### src/rtl/phy_rx_sync_ctrl.sv
// -----------------------------------------------------------------------------
// phy_rx_sync_ctrl
// Lane-alignment and lock controller for the two-lane serial receive path.
// Each lane shifts its serial bit stream (MSB first) and hunts for COM_SYM to
// fix the byte boundary. After COM_COUNT consecutive aligned COMs the lane is
// locked; locked lanes emit aligned bytes and a strobe for every non-COM byte.
// Lanes are independent; no skew compensation is done.
//
// Ports
//   clk_8f         in   bit-rate clock, all logic on posedge
//   reset          in   asynchronous active-high reset
//   enable         in   synchronous enable; low forces both lanes to SEARCH
//   in_0 / in_1    in   serial data per lane, MSB first
//   align_byte_x   out  last completed aligned byte (held between strobes)
//   align_valid_x  out  one-cycle strobe: locked and completed byte != COM_SYM
//   lock_x         out  lane x in LOCKED
//   active         out  registered lock_0 & lock_1
//
// Optional feature: define SYNC_LOSS_EN to add per-lane loss-of-lock
// detection (LOSS_WINDOW consecutive non-COM locked bytes drop the lock).
// Without it LOCKED is left only through enable low or reset.
//
// state  | meaning
// SEARCH | bitwise hunt for COM_SYM
// ALIGN  | boundary fixed, counting consecutive aligned COMs
// LOCKED | lane locked, delivering aligned bytes
// -----------------------------------------------------------------------------
module phy_rx_sync_ctrl #(
  parameter logic [7:0] COM_SYM     = 8'hBC,
  parameter int         COM_COUNT   = 4
`ifdef SYNC_LOSS_EN
  ,
  parameter int         LOSS_WINDOW = 16
`endif
) (
  input  logic       clk_8f,
  input  logic       reset,
  input  logic       enable,
  input  logic       in_0,
  input  logic       in_1,
  output logic [7:0] align_byte_0,
  output logic [7:0] align_byte_1,
  output logic       align_valid_0,
  output logic       align_valid_1,
  output logic       lock_0,
  output logic       lock_1,
  output logic       active
);

  typedef enum logic [1:0] {
    SEARCH = 2'b00,
    ALIGN  = 2'b01,
    LOCKED = 2'b10
  } state_t;

  localparam logic [3:0] COM_NEED = 4'(COM_COUNT);

  logic [1:0] ser;
  assign ser = {in_1, in_0};

  state_t     state     [2];
  state_t     state_nxt [2];
  // Only the 7 newest bits are needed: the incoming bit completes the byte.
  logic [6:0] sh        [2];
  logic [7:0] shift     [2];
  logic [2:0] bcnt      [2];
  logic [2:0] bcnt_nxt  [2];
  logic [3:0] ccnt      [2];
  logic [3:0] ccnt_nxt  [2];
  logic [7:0] byte_q    [2];
  logic [7:0] byte_nxt  [2];
  logic [1:0] valid_q;
  logic [1:0] valid_nxt;
  logic       active_q;

`ifdef SYNC_LOSS_EN
  localparam logic [7:0] LOSS_LIM = 8'(LOSS_WINDOW);
  logic [7:0] miss     [2];
  logic [7:0] miss_nxt [2];
`endif

  always_comb begin
    for (int i = 0; i < 2; i++) begin
      shift[i]     = {sh[i], ser[i]};
      state_nxt[i] = state[i];
      bcnt_nxt[i]  = bcnt[i];
      ccnt_nxt[i]  = ccnt[i];
      byte_nxt[i]  = byte_q[i];
      valid_nxt[i] = 1'b0;
`ifdef SYNC_LOSS_EN
      miss_nxt[i]  = miss[i];
`endif
      if (!enable) begin
        state_nxt[i] = SEARCH;
        bcnt_nxt[i]  = 3'd0;
        ccnt_nxt[i]  = 4'd0;
`ifdef SYNC_LOSS_EN
        miss_nxt[i]  = 8'd0;
`endif
      end else begin
        case (state[i])
          SEARCH: begin
            bcnt_nxt[i] = 3'd0;
            if (shift[i] == COM_SYM) begin
              ccnt_nxt[i]  = 4'd1;
              state_nxt[i] = (COM_NEED == 4'd1) ? LOCKED : ALIGN;
            end
          end
          ALIGN: begin
            bcnt_nxt[i] = bcnt[i] + 3'd1;
            if (bcnt[i] == 3'd7) begin
              if (shift[i] == COM_SYM) begin
                ccnt_nxt[i] = ccnt[i] + 4'd1;
                if (ccnt[i] + 4'd1 == COM_NEED) state_nxt[i] = LOCKED;
              end else begin
                // No slip memory: hunting restarts on the very next bit.
                state_nxt[i] = SEARCH;
                ccnt_nxt[i]  = 4'd0;
              end
            end
          end
          LOCKED: begin
            bcnt_nxt[i] = bcnt[i] + 3'd1;
            if (bcnt[i] == 3'd7) begin
              byte_nxt[i] = shift[i];
`ifdef SYNC_LOSS_EN
              if (shift[i] == COM_SYM) begin
                miss_nxt[i] = 8'd0;
              end else if (miss[i] + 8'd1 == LOSS_LIM) begin
                // The byte that exhausts the window is not strobed.
                state_nxt[i] = SEARCH;
                ccnt_nxt[i]  = 4'd0;
                miss_nxt[i]  = 8'd0;
              end else begin
                miss_nxt[i]  = miss[i] + 8'd1;
                valid_nxt[i] = 1'b1;
              end
`else
              valid_nxt[i] = (shift[i] != COM_SYM);
`endif
            end
          end
          default: begin
            state_nxt[i] = SEARCH;
            bcnt_nxt[i]  = 3'd0;
            ccnt_nxt[i]  = 4'd0;
          end
        endcase
      end
    end
  end

  always_ff @(posedge clk_8f or posedge reset) begin
    if (reset) begin
      for (int i = 0; i < 2; i++) begin
        state[i]  <= SEARCH;
        sh[i]     <= 7'd0;
        bcnt[i]   <= 3'd0;
        ccnt[i]   <= 4'd0;
        byte_q[i] <= 8'd0;
`ifdef SYNC_LOSS_EN
        miss[i]   <= 8'd0;
`endif
      end
      valid_q  <= 2'b00;
      active_q <= 1'b0;
    end else begin
      for (int i = 0; i < 2; i++) begin
        state[i]  <= state_nxt[i];
        bcnt[i]   <= bcnt_nxt[i];
        ccnt[i]   <= ccnt_nxt[i];
        byte_q[i] <= byte_nxt[i];
        if (enable) sh[i] <= shift[i][6:0];
`ifdef SYNC_LOSS_EN
        miss[i]   <= miss_nxt[i];
`endif
      end
      valid_q  <= valid_nxt;
      active_q <= enable && (state[0] == LOCKED) && (state[1] == LOCKED);
    end
  end

  assign align_byte_0  = byte_q[0];
  assign align_byte_1  = byte_q[1];
  assign align_valid_0 = valid_q[0];
  assign align_valid_1 = valid_q[1];
  assign lock_0        = (state[0] == LOCKED);
  assign lock_1        = (state[1] == LOCKED);
  assign active        = active_q;

endmodule
### config.mk
export PLATFORM = sky130hd
export DESIGN_NAME = phy_rx_sync_ctrl
export DESIGN_NICKNAME = d
export VERILOG_FILES = /design/src/rtl/phy_rx_sync_ctrl.sv
export SDC_FILE = /design/constraint.sdc
export NUM_CORES = 1
export LEC_CHECK = 0
export BUFFER_PORTS_ARGS = -buffer_cell sky130_fd_sc_hd__clkbuf_2
export CAP_MARGIN = 20
export CORE_MARGIN = 3
export CORE_UTILIZATION = 49
export DETAILED_ROUTE_END_ITERATION = 6
export MAX_ROUTING_LAYER = met4
export PLACE_DENSITY = 0.69
export SYNTH_ARGS = -nofsm -noshare
export SYNTH_HDL_FRONTEND = slang
export SYNTH_SLANG_ARGS = --single-unit
export TNS_END_PERCENT = 10
### constraint.sdc
create_clock -name clk_8f -period 3.7 [get_ports clk_8f]
set_clock_uncertainty 0.05 [all_clocks]
set_input_delay 0.74 -clock clk_8f [delete_from_list [all_inputs] [get_ports clk_8f]]
set_output_delay 0.74 -clock clk_8f [all_outputs]
set_load 0.02 [all_outputs]
Word level (Yosys, flattened, before mapping)

Index checks and enable logic that the tools add are counted.

Register bits: 51
Output and inout bits: 21

Add/subtract/negate cells: 4
Eq/ne operators: 20
Multiplexer cells: 32
Reduce and logical (&&, ||, !) cells: 12

Operator list:

| kind                                                 | number |
|---|---|
| two-way mux 4 bit                                    | 8 |
| one-hot mux 4 bit (3 select lines)                   | 2 |
| two-way mux 2 bit                                    | 10 |
| equality test 8 bit (second input constant)          | 2 |
| inequality test 8 bit (second input constant)        | 2 |
| two-way mux 3 bit                                    | 4 |
| inequality test 3 bit (second input constant)        | 4 |
| one-hot mux 2 bit (3 select lines)                   | 2 |
| AND reduction 3 bit                                  | 4 |
| adder 4 x 1 -> 4 bit (second input constant)         | 2 |
| equality test 4 x 3 -> 1 bit (second input constant) | 2 |
| inequality test 4 bit (second input constant)        | 2 |
| AND reduction 4 bit                                  | 2 |
| adder 3 x 1 -> 3 bit (second input constant)         | 2 |
| equality test 3 bit (second input constant)          | 2 |
| two-way mux 1 bit                                    | 6 |
| equality test 2 x 1 -> 1 bit (second input constant) | 2 |
| equality test 2 bit (second input constant)          | 2 |
| logical NOT 2 bit                                    | 2 |
| inequality test 2 bit (second input constant)        | 2 |
| OR reduction 2 bit                                   | 2 |
| logical AND 1 bit                                    | 2 |

Logic depth before layout (Yosys ltp)

Gate-level depths: netlist of run 1.

Depth after elaboration: 7
Gate-level depth with buffers: 7
Gate-level depth less buffers: 7

Least setup slack after synthesis of run 1

Ideal clock, no wire load.

Path kind: input port to flip-flop
From: input port in_1
To: register ccnt[2] (netlist name)
Library setup time: 0.092 ns
Data arrival time: 1.878 ns
Required time: 3.558 ns
Setup slack: 1.680 ns
Stages on the path: 4
Path buffers: 0
Cells stage by stage: or2_1 or4b_4 or2_4 o31ai_2

Cells in the longest elaborated chain, start to end: 5
Elaborated cells on any way between the ends: 7
Classes of those cells: 2 x eq/ne; 4 x mux; 1 x reduce/logical

Ends and longest elaborated chain:

| element                            | RTL line | RTL |
|---|---|---|
| start, declared                    | 40       | `input logic in_1,` |
| equality test 8 bit (*)            | 104, 112 |  |
| two-way mux 4 bit                  | 112      | `if (shift[i] == COM_SYM) begin` |
| two-way mux 4 bit                  | 111      | `if (bcnt[i] == 3'd7) begin` |
| one-hot mux 4 bit (3 select lines) | 101      | `case (state[i])` |
| two-way mux 4 bit                  | 93       | `if (!enable) begin` |
| end signal, assigned by index      | 171      | `ccnt[i] <= ccnt_nxt[i];` |
| end, declared                      | 68       | `logic [3:0] ccnt [2];` |

Mark *: on every way between the ends. The rest lies on a longest branch, timed or not. The select of a mux whose other input is x is not followed.
A chain may end at the register's enable or synchronous reset.

Worst setup path after layout of run 1

From: input port enable
To: register ccnt[2] (netlist name)

Cells in the longest elaborated chain, start to end: 2
Elaborated cells on any way between the ends: 5
Classes of those cells: 3 x eq/ne; 1 x mux; 1 x reduce/logical

Ends and longest elaborated chain:

| element                                                                         | RTL line | RTL |
|---|---|---|
| start, declared                                                                 | 38       | `input logic enable,` |
| inequality test 3 bit (no source line) or inequality test 2 bit (tied branches) | n/a      |  |
| AND reduction 3 bit (no source line)                                            | n/a      |  |

Several ways; a longest one is shown, not always the timed one.

==> summary.txt, run 1 <==
Status
  • Status: completed

Placed design
  • DPL Wire Length: about 2800 microns
  • Number of port buffers: 25
  • GP Congestion: ~0.80
  • Cell Area, Placed: between 2000 and 2500 sq um

Setup path
  • Worst Path Arrival: roughly 2.4 ns
  • Crit end category: flip-flop
  • Critical path type: in -> reg
  • Startpoint Class: input pin
  • Crit Path Max Fanout: 31
  • Worst EP required: approximately 3.9 ns

Worst hold path
  • Min-Delay Path Class: in -> async

Clock network
  • H-tree levels: 2
  • Post_cts resized: 0
  • TritonCTS clock tree: built
  • CTS Buf Count: 5
  • Clk root buf: clkbuf_8
  • Hold bufs inserted after CTS: 0
  • CTS max path bufs: 2
  • Clock Pin Slew Worst Setup and Hold Paths: ~0.090 ns
  • Clk sinks: between 50 and 60
  • Worst-Skew Late Latency: 0.30 ns
  • Number of post-CTS setup repair buffers: 0

Yosys
  • Yosys top cell area share: a little over half
  • Mapped Cells: 182
  • Post-synthesis sequential area ratio: about 55%
  • Post-synth top cells: dfrtp_1 (51), mux2_2 (31), ha_1 (15)
  • Synth unique cells: 38
  • Warnings, synthesis: 0
  • Async S/R FF share, synth: 100%
  • EDFF count, synth: 0
  • Most used DFF post-synth: dfrtp_1
  • Mapped cell area: ~2300 sq um
  • Synthesized area per cell: about 13 sq um
  • Synthesized net count: slightly above 200
  • Most common cell in the netlist: dfrtp_1
  • Cell taking the most area after synthesis: dfrtp_1
  • #FFs+latches synth: 51
  • Top cells by area, synth: dfrtp_1 (55%), mux2_2 (15%), ha_1 (8.1%), nand2_1 (2.1%), inv_1 (1.6%)

Floorplanning
  • Core region area: approximately 4500 sq um
  • Rows: 24
  • Chip height: 74.8 microns
  • IO Count: 26
  • Die footprint: ~5600 sq um
  • DIE WIDTH: ~75 microns
  • Initial Util: approximately 52%

Layout
  • Fin util: 58.4%
  • Diodes inserted: 0
  • Layout area overhead: 12.4%
  • Fin nets: roughly 230
  • Share of cells above drive strength 1: about a third
  • Design area: around 2600 sq um

Power
  • Combinational share of power: 17.9%
  • Seq pwr share: a little under three fifths
  • NetSw: 373 uW
  • Leakage: about 1.3 nW
  • Switch share: between 30% and 40%
  • Clock share of power: about 27%
  • Cell Int Power: between 800 and 900 uW
  • VDD IR max: 0.319 mV
  • PD cells: approximately 470 nW/um^2

Flow run
  • Total of max-cap violations: 0

STA
  • RSZ-0062 raised after global routing: no
  • Fraction of the cycle the final worst path needs: about 60%
  • Fin. max-slew vios: 0
  • Worst-Margin Slew: 0.633 ns
  • Final hold viol count: 0
  • Fmax: about 0.45 GHz
  • Total negative slack: 0 ns
  • Slew margin rel.: around 58%
  • Final Critical Period: about 2.2 ns
  • Setup-failing EPs final: 0

GRT
  • GRT Util Overall: between 15 and 20%
  • Gr ovfl total: 0
  • Number of global-route vias before repair: 1451
  • First-pass GRT wire length: around 6500 microns
  • Initial antenna violation count: 0
  • Largest net degree at the start of global routing: between 50 and 60

Routing
  • Final WL: 3930 microns
  • Vias per cell: 5.53
  • DRC viols: 0
  • DR WL/cell: around 15 microns
  • 1st-pass router iterations: 4
  • Initial DRC Count: 130
  • Via count: around 1.5k
  • Post-route ant nets: 0
[layer usage]
layer	vias to the layer above	share of wire, %	global-route usage [%]
li1	710	-	-
met5	-	0	-
met4	0	1.6	5.73
met3	7	3.0	4.14
met2	22	49	25.2
met1	727	47	19.7
[cell usage in the layout, fill, tap and decap left out, drive strengths merged, types with 2 or more instances in the layout]
cell type  netlist  layout
a21o             2       2
nor2b            2       2
nor2             5       5
or2              3       3
xor2             2       2
nand4b           2       2
a21oi            3       3
o21ai            6       6
mux2i            2       2
mux2            31      31
dfrtp           51      51
nor3             4       4
a22o             2       2
and3             5       5
o2bb2ai          2       2
o31ai            2       2
inv             10      12
nand2           13      13
nand3            4       4
ha              15      15
clkbuf           1      30
[power by group through the flow]
stage	sequential (mW)	clock (mW)	combinational [mW]
3_5_place_dp	0.696	0	0.217
4_1_cts	0.684	0.345	0.219
5_1_grt	0.696	0.368	0.250
6_report	0.683	0.331	0.221
3_3_place_gp	0.691	0	0.206
2_1_floorplan	0.677	0	0.175
[flip-flops by register name, indices dropped and copies added, names as in the netlist]
signal and flops:
ccnt 8, state 4, align_byte_1 8, bcnt 6
valid_q 2, sh 14, active 1, align_byte_0 8
[stage by stage]
step | setup WS [ns] | std cells | total power, mW | hold slack (ns)
2_1_floorplan | 1.68 | 182 | 0.852 | 0.357
5_1_grt | 1.38 | 265 | 1.31 | 0.303
4_1_cts | 1.47 | 264 | 1.25 | 0.400
3_5_place_dp | 1.15 | 256 | 0.913 | 0.386
6_report | 1.47 | 265 | 1.24 | 0.299
3_3_place_gp | 1.22 | 256 | 0.896 | 0.365
[critical path, cell delays in order]
cell and delay, ns:
clkbuf_2 0.49, and2_1 0.24, or4b_4 0.49, or2_4 0.26, o31ai_2 0.18
[cell families after synthesis]
| group | count (synthesis) | synth area share (%) |
|---|---|---|
| AOI/OAI and AO/OA | 24 | 7.54 |
| adders and majority gates | 15 | 8.08 |
| and+or+nand+nor | 43 | 10.2 |
| buffers and inverters | 13 | 2.15 |
| xor gates and xnor gates | 3 | 1.13 |
| DFF | 51 | 55.0 |
| muxes | 33 | 15.9 |
[layout make-up]
| cell class | instances | area [sq um] |
|---|---|---|
| timing repair buffer | 26 | 145 |
| tap | 52 | 65.1 |
| fill | 368 | 1860 |
| clock inverter | 3 | 22.5 |
| inverter | 10 | 37.5 |
| clock buffer | 5 | 68.8 |
| sequential | 51 | 1280 |
| multi-input combinational | 118 | 996 |
[path summary, 6_finish.rpt]
kind	from	end	slack [ns]	depth (start not counted)
max	enable	ccnt[2]$_DFFE_PP0P_	1.47	5
max in group asynchronous	reset	bcnt[2]$_DFF_PP0_	2.82	3
min	reset	align_byte_1[3]$_DFFE_PP0P_	0.30	2
max reg2reg	state[1]$_DFFE_PP0P_	ccnt[2]$_DFFE_PP0P_	1.82	6
min in group clk_8f	bcnt[0]$_DFF_PP0_	bcnt[0]$_DFF_PP0_	0.39	1
min reg2reg	bcnt[0]$_DFF_PP0_	bcnt[0]$_DFF_PP0_	0.39	1
No activity file was read; power rests on OpenSTA's default activity.
==> run 2: changes to the inputs <==
- ABC_AREA: not set -> 1
- PLACE_DENSITY: 0.69 -> 0.71
- clock period: 3.7 -> 2 ns (I/O delays scaled with it)
==> run 2 against run 1 <==
Total power increased by 82%. Non-clock buffer count increased by 6. Largest power group unchanged. Critical endpoint is now lock_0. Register-to-register slack got worse by 1.5 ns. Highest routed layer unchanged. Wire length increased by 6.1%. Global-route usage increased by 1.3 points. Area after synthesis increased by 2.5%.
==> summary.txt, run 2 <==
Status
  • Status: completed

Worst hold path
  • Hold Path Origin: in_0
  • Min-Delay Path Class: in -> reg

Layout
  • Diodes inserted: 0
  • Fin nets: ~330
  • Final Non-Filler Cells: around 370
  • Most frequent cells in the layout: nand2_1 (84), dfrtp_1 (51), inv_1 (35)
  • Share of cells above drive strength 1: between 10% and 20%
  • Max reg flops: 14
  • Layout area overhead: 14.8%
  • Register name with the most flops: sh
  • Commonest non-fill, non-tap cell in the layout: nand2_1

Clock network
  • Post_cts resized: 0
  • CTS max path bufs: 2
  • TritonCTS clock tree: built
  • Worst-Skew Late Latency: 0.30 ns
  • Clk sinks: 51
  • CTS Buf Count: 5
  • H-tree levels: 2
  • Clock Pin Slew Worst Setup and Hold Paths: roughly 0.09 ns
  • Number of post-CTS setup repair buffers: 0
  • Clk root buf: clkbuf_8

GRT
  • GRT Util Overall: between 15 and 20%
  • Gr busiest metal: met2
  • Met2 usage: 28.4%
  • Largest net degree at the start of global routing: 18
  • M1 GR Usage: between 20% and 30%
  • Gr ovfl total: 0
  • First-pass GRT wire length: ~7300 microns
  • Initial antenna violation count: 0
  • Grt met3 use: under 10%
  • Number of global-route vias before repair: 1660

Setup path
  • Crit-path leading delay family: flip-flops
  • Worst setup startpoint: state[2]$_DFFE_PP0P_
  • Crit end category: output pin
  • Worst Path Arrival: roughly 1.3 ns
  • Critical path type: reg -> out
  • Worst EP required: about 1.6 ns
  • Reg2reg start: state[2]$_DFFE_PP0P_
  • CP Cell Sequence: inv_1 > ha_1 > clkbuf_2
  • CP Buf/Inv Count: 2
  • Slowest-stage cell, CP: dfrtp_1
  • Crit Path Max Fanout: 4
  • Startpoint Class: flip-flop
  • CP max stage delay: 0.41 ns

Power
  • Switch share: roughly 28%
  • Clock share of power: ~33%
  • PD cells: a little over 800 nW/um^2
  • Cell Int Power: ~1.6 mW
  • Seq pwr share: 52.2%
  • Leakage: around 1.4 nW
  • VDD IR max: about 0.55 mV
  • NetSw: 619 uW
  • Combinational share of power: roughly 15%

Routing
  • Initial DRC Count: 60
  • Final WL: about 4200 microns
  • DR WL/cell: 11.2 microns
  • DRC viols: 0
  • Vias per cell: roughly 4.7
  • Post-route ant nets: 0
  • Via count: between 1.5k and 2k
  • 1st-pass router iterations: 4

Yosys
  • Synthesized area per cell: slightly below 9 sq um
  • Most used DFF post-synth: dfrtp_1
  • Most common cell in the netlist: nand2_1
  • Mapped Cells: around 270
  • #FFs+latches synth: around 50
  • Warnings, synthesis: 0
  • Async S/R FF share, synth: 100%
  • Cell taking the most area after synthesis: dfrtp_1
  • Synth unique cells: 24
  • Yosys top cell area share: approximately 54%
  • Post-synthesis sequential area ratio: between 50% and 60%
  • Post-synth top cells: nand2_1 (84), dfrtp_1 (51), inv_1 (36)
  • EDFF count, synth: 0
  • Mapped cell area: around 2400 sq um
  • Top cells by area, synth: dfrtp_1 (54%), nand2_1 (13%), ha_1 (7.9%), o21ai_0 (6.3%), inv_1 (5.7%)
  • Synthesized net count: between 200 and 300

STA
  • Worst-Margin Slew: about 0.56 ns
  • Final Critical Period: 1.73 ns
  • Fmax: ~0.58 GHz
  • Setup-failing EPs final: 0
  • Slew margin rel.: 62.8%
  • Final hold viol count: 0
  • RSZ-0062 raised after global routing: no
  • Fin. max-slew vios: 0
  • Total negative slack: 0 ns
  • Fraction of the cycle the final worst path needs: 86.6%

Floorplanning
  • Rows: 24
  • Initial Util: between 50% and 60%
  • Die footprint: about 5700 sq um
  • Chip height: about 76 microns
  • DIE WIDTH: around 76 microns
  • Core region area: about 4500 sq um
  • IO Count: 26

Placed design
  • DPL Wire Length: 3130 microns
  • GP Congestion: between 0.7 and 0.8
  • Placed cell count: about 360
  • Number of port buffers: 25

Flow run
  • Total of max-cap violations: 0
==> run 2: cell types whose count changed after synthesis, moves of 5 or more <==
cell	delta
inv_1	+26
nor2_1	+10
mux2_2	-30
and3_1	-5
nand3_1	+10
o21ai_1	-6
o21ai_0	+30
nand2_1	+71
==> run 2: cells by family (layout without fill, tap and decap cells) <==
logic type / after synthesis / count (layout) / synth area share, %
fa+ha+maj: 15 / 15 / 7.89
compound gates: 36 / 36 / 8.31
buf+inv: 43 / 77 / 7.15
xor+xnor: 1 / 1 / 0.368
simple gates: 125 / 125 / 22.2
mux: 1 / 1 / 0.473
flops: 51 / 51 / 53.6
==> run 2: through the flow <==
step,area (sq um),power (mW),hold slack [ns],worst slack (ns),util [%]
after floorplan,2380,1.44,0.360,0.320,-
after global placement,2600,1.51,0.333,0.403,57.3
after detailed placement,2600,1.53,0.331,0.282,57.3
after CTS,2730,2.28,0.299,0.262,60.2
after global routing,2730,2.39,0.327,0.0620,60.2
final,2730,2.25,0.300,0.269,60.2
==> run 2: routing by layer <==
metal,up-vias,routed length (microns)
met1,785,2010
met5,-,0
li1,918,-
met3,5,129
met4,0,39
met2,23,1990
==> run 2: worst paths after layout <==
path | to | slack [ns] | cells past startpoint
worst min register to register | bcnt[3]$_DFF_PP0_ | 0.40 | 1
worst max register to register | align_byte_0[1]$_DFFE_PP0P_ | 0.28 | 4
worst min-delay path | sh[7]$_DFFE_PP0P_ | 0.30 | 3
min in group asynchronous | ccnt[1]$_DFFE_PP0P_ | 0.56 | 3
max in group asynchronous | sh[12]$_DFFE_PP0P_ | 0.77 | 4
worst max-delay path | lock_0 | 0.27 | 3
==> run 2: area by class of cell <==
cell class,count,area (sq um)
inverter,37,139
clock inverter,2,38.8
timing repair buffer,32,180
fill,401,1800
tap,65,81.3
clock buffer,6,82.6
multi-input combinational,178,933
sequential,51,1280
==> run 2: timing repair <==
| action | CTS | global route |
|---|---|---|
| hold endpoints to repair | 5 | 0 |
| hold buffers | 1 | 0 |
| setup endpoints to repair | 0 | 0 |
==> run 2: worst register-to-register path, delay by kind of cell (launching register included) <==
kind / cells / cell delay [ns]
buffers and inverters: 1 / 0.12
adders and majority gates: 1 / 0.25
and+or+nand+nor: 1 / 0.44
DFF: 1 / 0.41
AOI/OAI and AO/OA: 1 / 0.36
==> run 2: power by group through the flow <==
stage / combinational (mW) / sequential, mW / clock (mW)
2_1_floorplan: 0.259 / 1.18 / 0
3_3_place_gp: 0.323 / 1.19 / 0
3_5_place_dp: 0.331 / 1.19 / 0
4_1_cts: 0.335 / 1.17 / 0.773
5_1_grt: 0.388 / 1.19 / 0.814
6_report: 0.328 / 1.17 / 0.747
==> run 3: changes to the inputs <==
- PLACE_DENSITY: 0.71 -> 0.8
==> run 3 against run 2 <==
Final area down 1.4%. First-iteration DRC count up 12%. Sequential share of layout area up 0.67 points. Combinational power about the same. Cell count down 0.81%. Sequential cell count unchanged. Wire length down 4.6%. Clock-buffer cell count down 1. Core utilization down 0.86 points. Critical path type unchanged.
==> summary.txt, run 3 (synthesized netlist as in run 2, its figures left out) <==
Status
  • Status: completed

Layout
  • Layout area overhead: 13.1%
  • Multi-input gate area: a little over 900 sq um
  • Most frequent cells in the layout: nand2_1 (84), dfrtp_1 (51), inv_1 (35)
  • FILL cells: 395
  • Diodes inserted: 0
  • Fin nets: around 320
  • Commonest non-fill, non-tap cell in the layout: nand2_1
  • Share of cells above drive strength 1: between 10% and 20%
  • Register name with the most flops: sh
  • Register area: between 1000 and 1500 sq um
  • Max reg flops: 14

STA
  • Final hold viol count: 0
  • Setup-failing EPs final: 0
  • Final Critical Period: ~1.7 ns
  • Hold_ws: 0.00381 ns
  • Fraction of the cycle the final worst path needs: a little over four fifths
  • Fin. max-slew vios: 0
  • Worst-Margin Slew: 0.536 ns
  • Fmax: about 0.59 GHz
  • Slew margin rel.: between 60% and 70%
  • RSZ-0062 raised after global routing: no
  • Total negative slack: 0 ns

Routing
  • Final WL: 3970 microns
  • Post-route ant nets: 0
  • DRC viols: 0
  • DR WL/cell: ~11 microns
  • 1st-pass router iterations: 4
  • Via count: 1697
  • Initial DRC Count: 67
  • Vias per cell: between 4 and 5

Placed design
  • Number of port buffers: 25
  • DPL Wire Length: 3060 microns
  • GP Congestion: just under 0.8

Setup path
  • CP Cell Sequence: inv_1 > ha_1 > clkbuf_2
  • Reg2reg start: state[2]$_DFFE_PP0P_
  • Crit end category: output pin
  • Worst reg-to-reg path cell count: 4
  • Slowest-stage cell, CP: dfrtp_1
  • Crit-path leading delay family: flip-flops
  • Startpoint Class: flip-flop
  • CP Buf/Inv Count: 2
  • R2R Setup Slk: between 0.3 and 0.4 ns
  • Crit Path Max Fanout: 4
  • Worst Path Arrival: 1.24 ns
  • CP max stage delay: roughly 0.41 ns
  • Worst EP required: about 1.6 ns
  • Worst setup startpoint: state[2]$_DFFE_PP0P_
  • Worst R2R End: align_byte_0[2]$_DFFE_PP0P_
  • Critical path type: reg -> out

Clock network
  • Clk sinks: 51
  • TritonCTS clock tree: built
  • CTS Buf Count: 5
  • Number of post-CTS setup repair buffers: 0
  • H-tree levels: 2
  • CTS max path bufs: 2
  • Post_cts resized: 0
  • Worst-Skew Late Latency: 0.31 ns
  • Clock Pin Slew Worst Setup and Hold Paths: approximately 0.10 ns
  • Clk root buf: clkbuf_8
  • Hold bufs inserted after CTS: 0

Power
  • PD cells: just under 800 nW/um^2
  • Leakage: approximately 1.4 nW
  • VDD IR max: ~0.52 mV

GRT
  • First-pass GRT wire length: 7070 microns
  • GRT Util Overall: around 17%
  • Largest net degree at the start of global routing: 34
  • Number of global-route vias before repair: approximately 1.7k
  • Initial antenna violation count: 0
  • Gr ovfl total: 0

Floorplanning
  • Rows: 24
  • Die footprint: around 5700 sq um
  • Initial Util: 52.5%
  • IO Count: 26
  • Chip height: approximately 76 microns
  • Core region area: between 4000 and 5000 sq um
  • DIE WIDTH: 75.7 microns

Flow run
  • Total of max-cap violations: 0

Worst hold path
  • Min-Delay Path Class: in -> async
-- run 3: layout make-up --
cell class                      count  area share (%)
Clock buffer                        5            2.56
Tap cell                           65            3.02
Multi-Input combinational cell    178            34.7
Sequential cell                    51            47.4
Timing Repair Buffer               29            6.23
Inverter                           37            5.16
Clock inverter                      3           0.976
-- run 3: metrics by stage --
step	area, sq um	total power [mW]	worst slack [ns]	utilization [%]	cells
global placement	2600	1.51	0.478	57.3	360
finish	2690	2.12	0.310	59.4	368
global route	2690	2.28	0.241	59.4	368
floorplan	2380	1.44	0.320	-	272
CTS	2690	2.15	0.302	59.4	368
detailed placement	2600	1.53	0.422	57.3	360
-- run 3: worst max-delay path by stage --
stage,to,slack [ns],cells past startpoint
2_1_floorplan,active$_DFF_PP0_,0.32,1
3_3_place_gp,state[3]$_DFFE_PP0P_,0.48,10
3_5_place_dp,align_byte_0[2]$_DFFE_PP0P_,0.42,4
4_1_cts,lock_0,0.30,3
5_1_grt,lock_0,0.24,3
6_report,lock_0,0.31,3
-- run 3: power breakdown --
group          switching [mW]  internal [mW]
clock network           0.358          0.260
registers              0.0695           1.11
logic                   0.216          0.111
total                   0.644           1.48
-- run 3: layer usage --
metal | GRT usage, % | up-vias | part of all wire [%]
met1 | 21.3 | 757 | 51
met5 | - | - | 0
met4 | 5.05 | 0 | 1.0
li1 | - | 908 | -
met3 | 5.28 | 5 | 3.7
met2 | 25.7 | 27 | 44
-- run 3: worst reg2reg max path, stage by stage (launching register included) --
cell,delay (ns)
dfrtp_1,0.41
inv_1,0.11
ha_1,0.22
nand3_1,0.41
o21ai_0,0.32
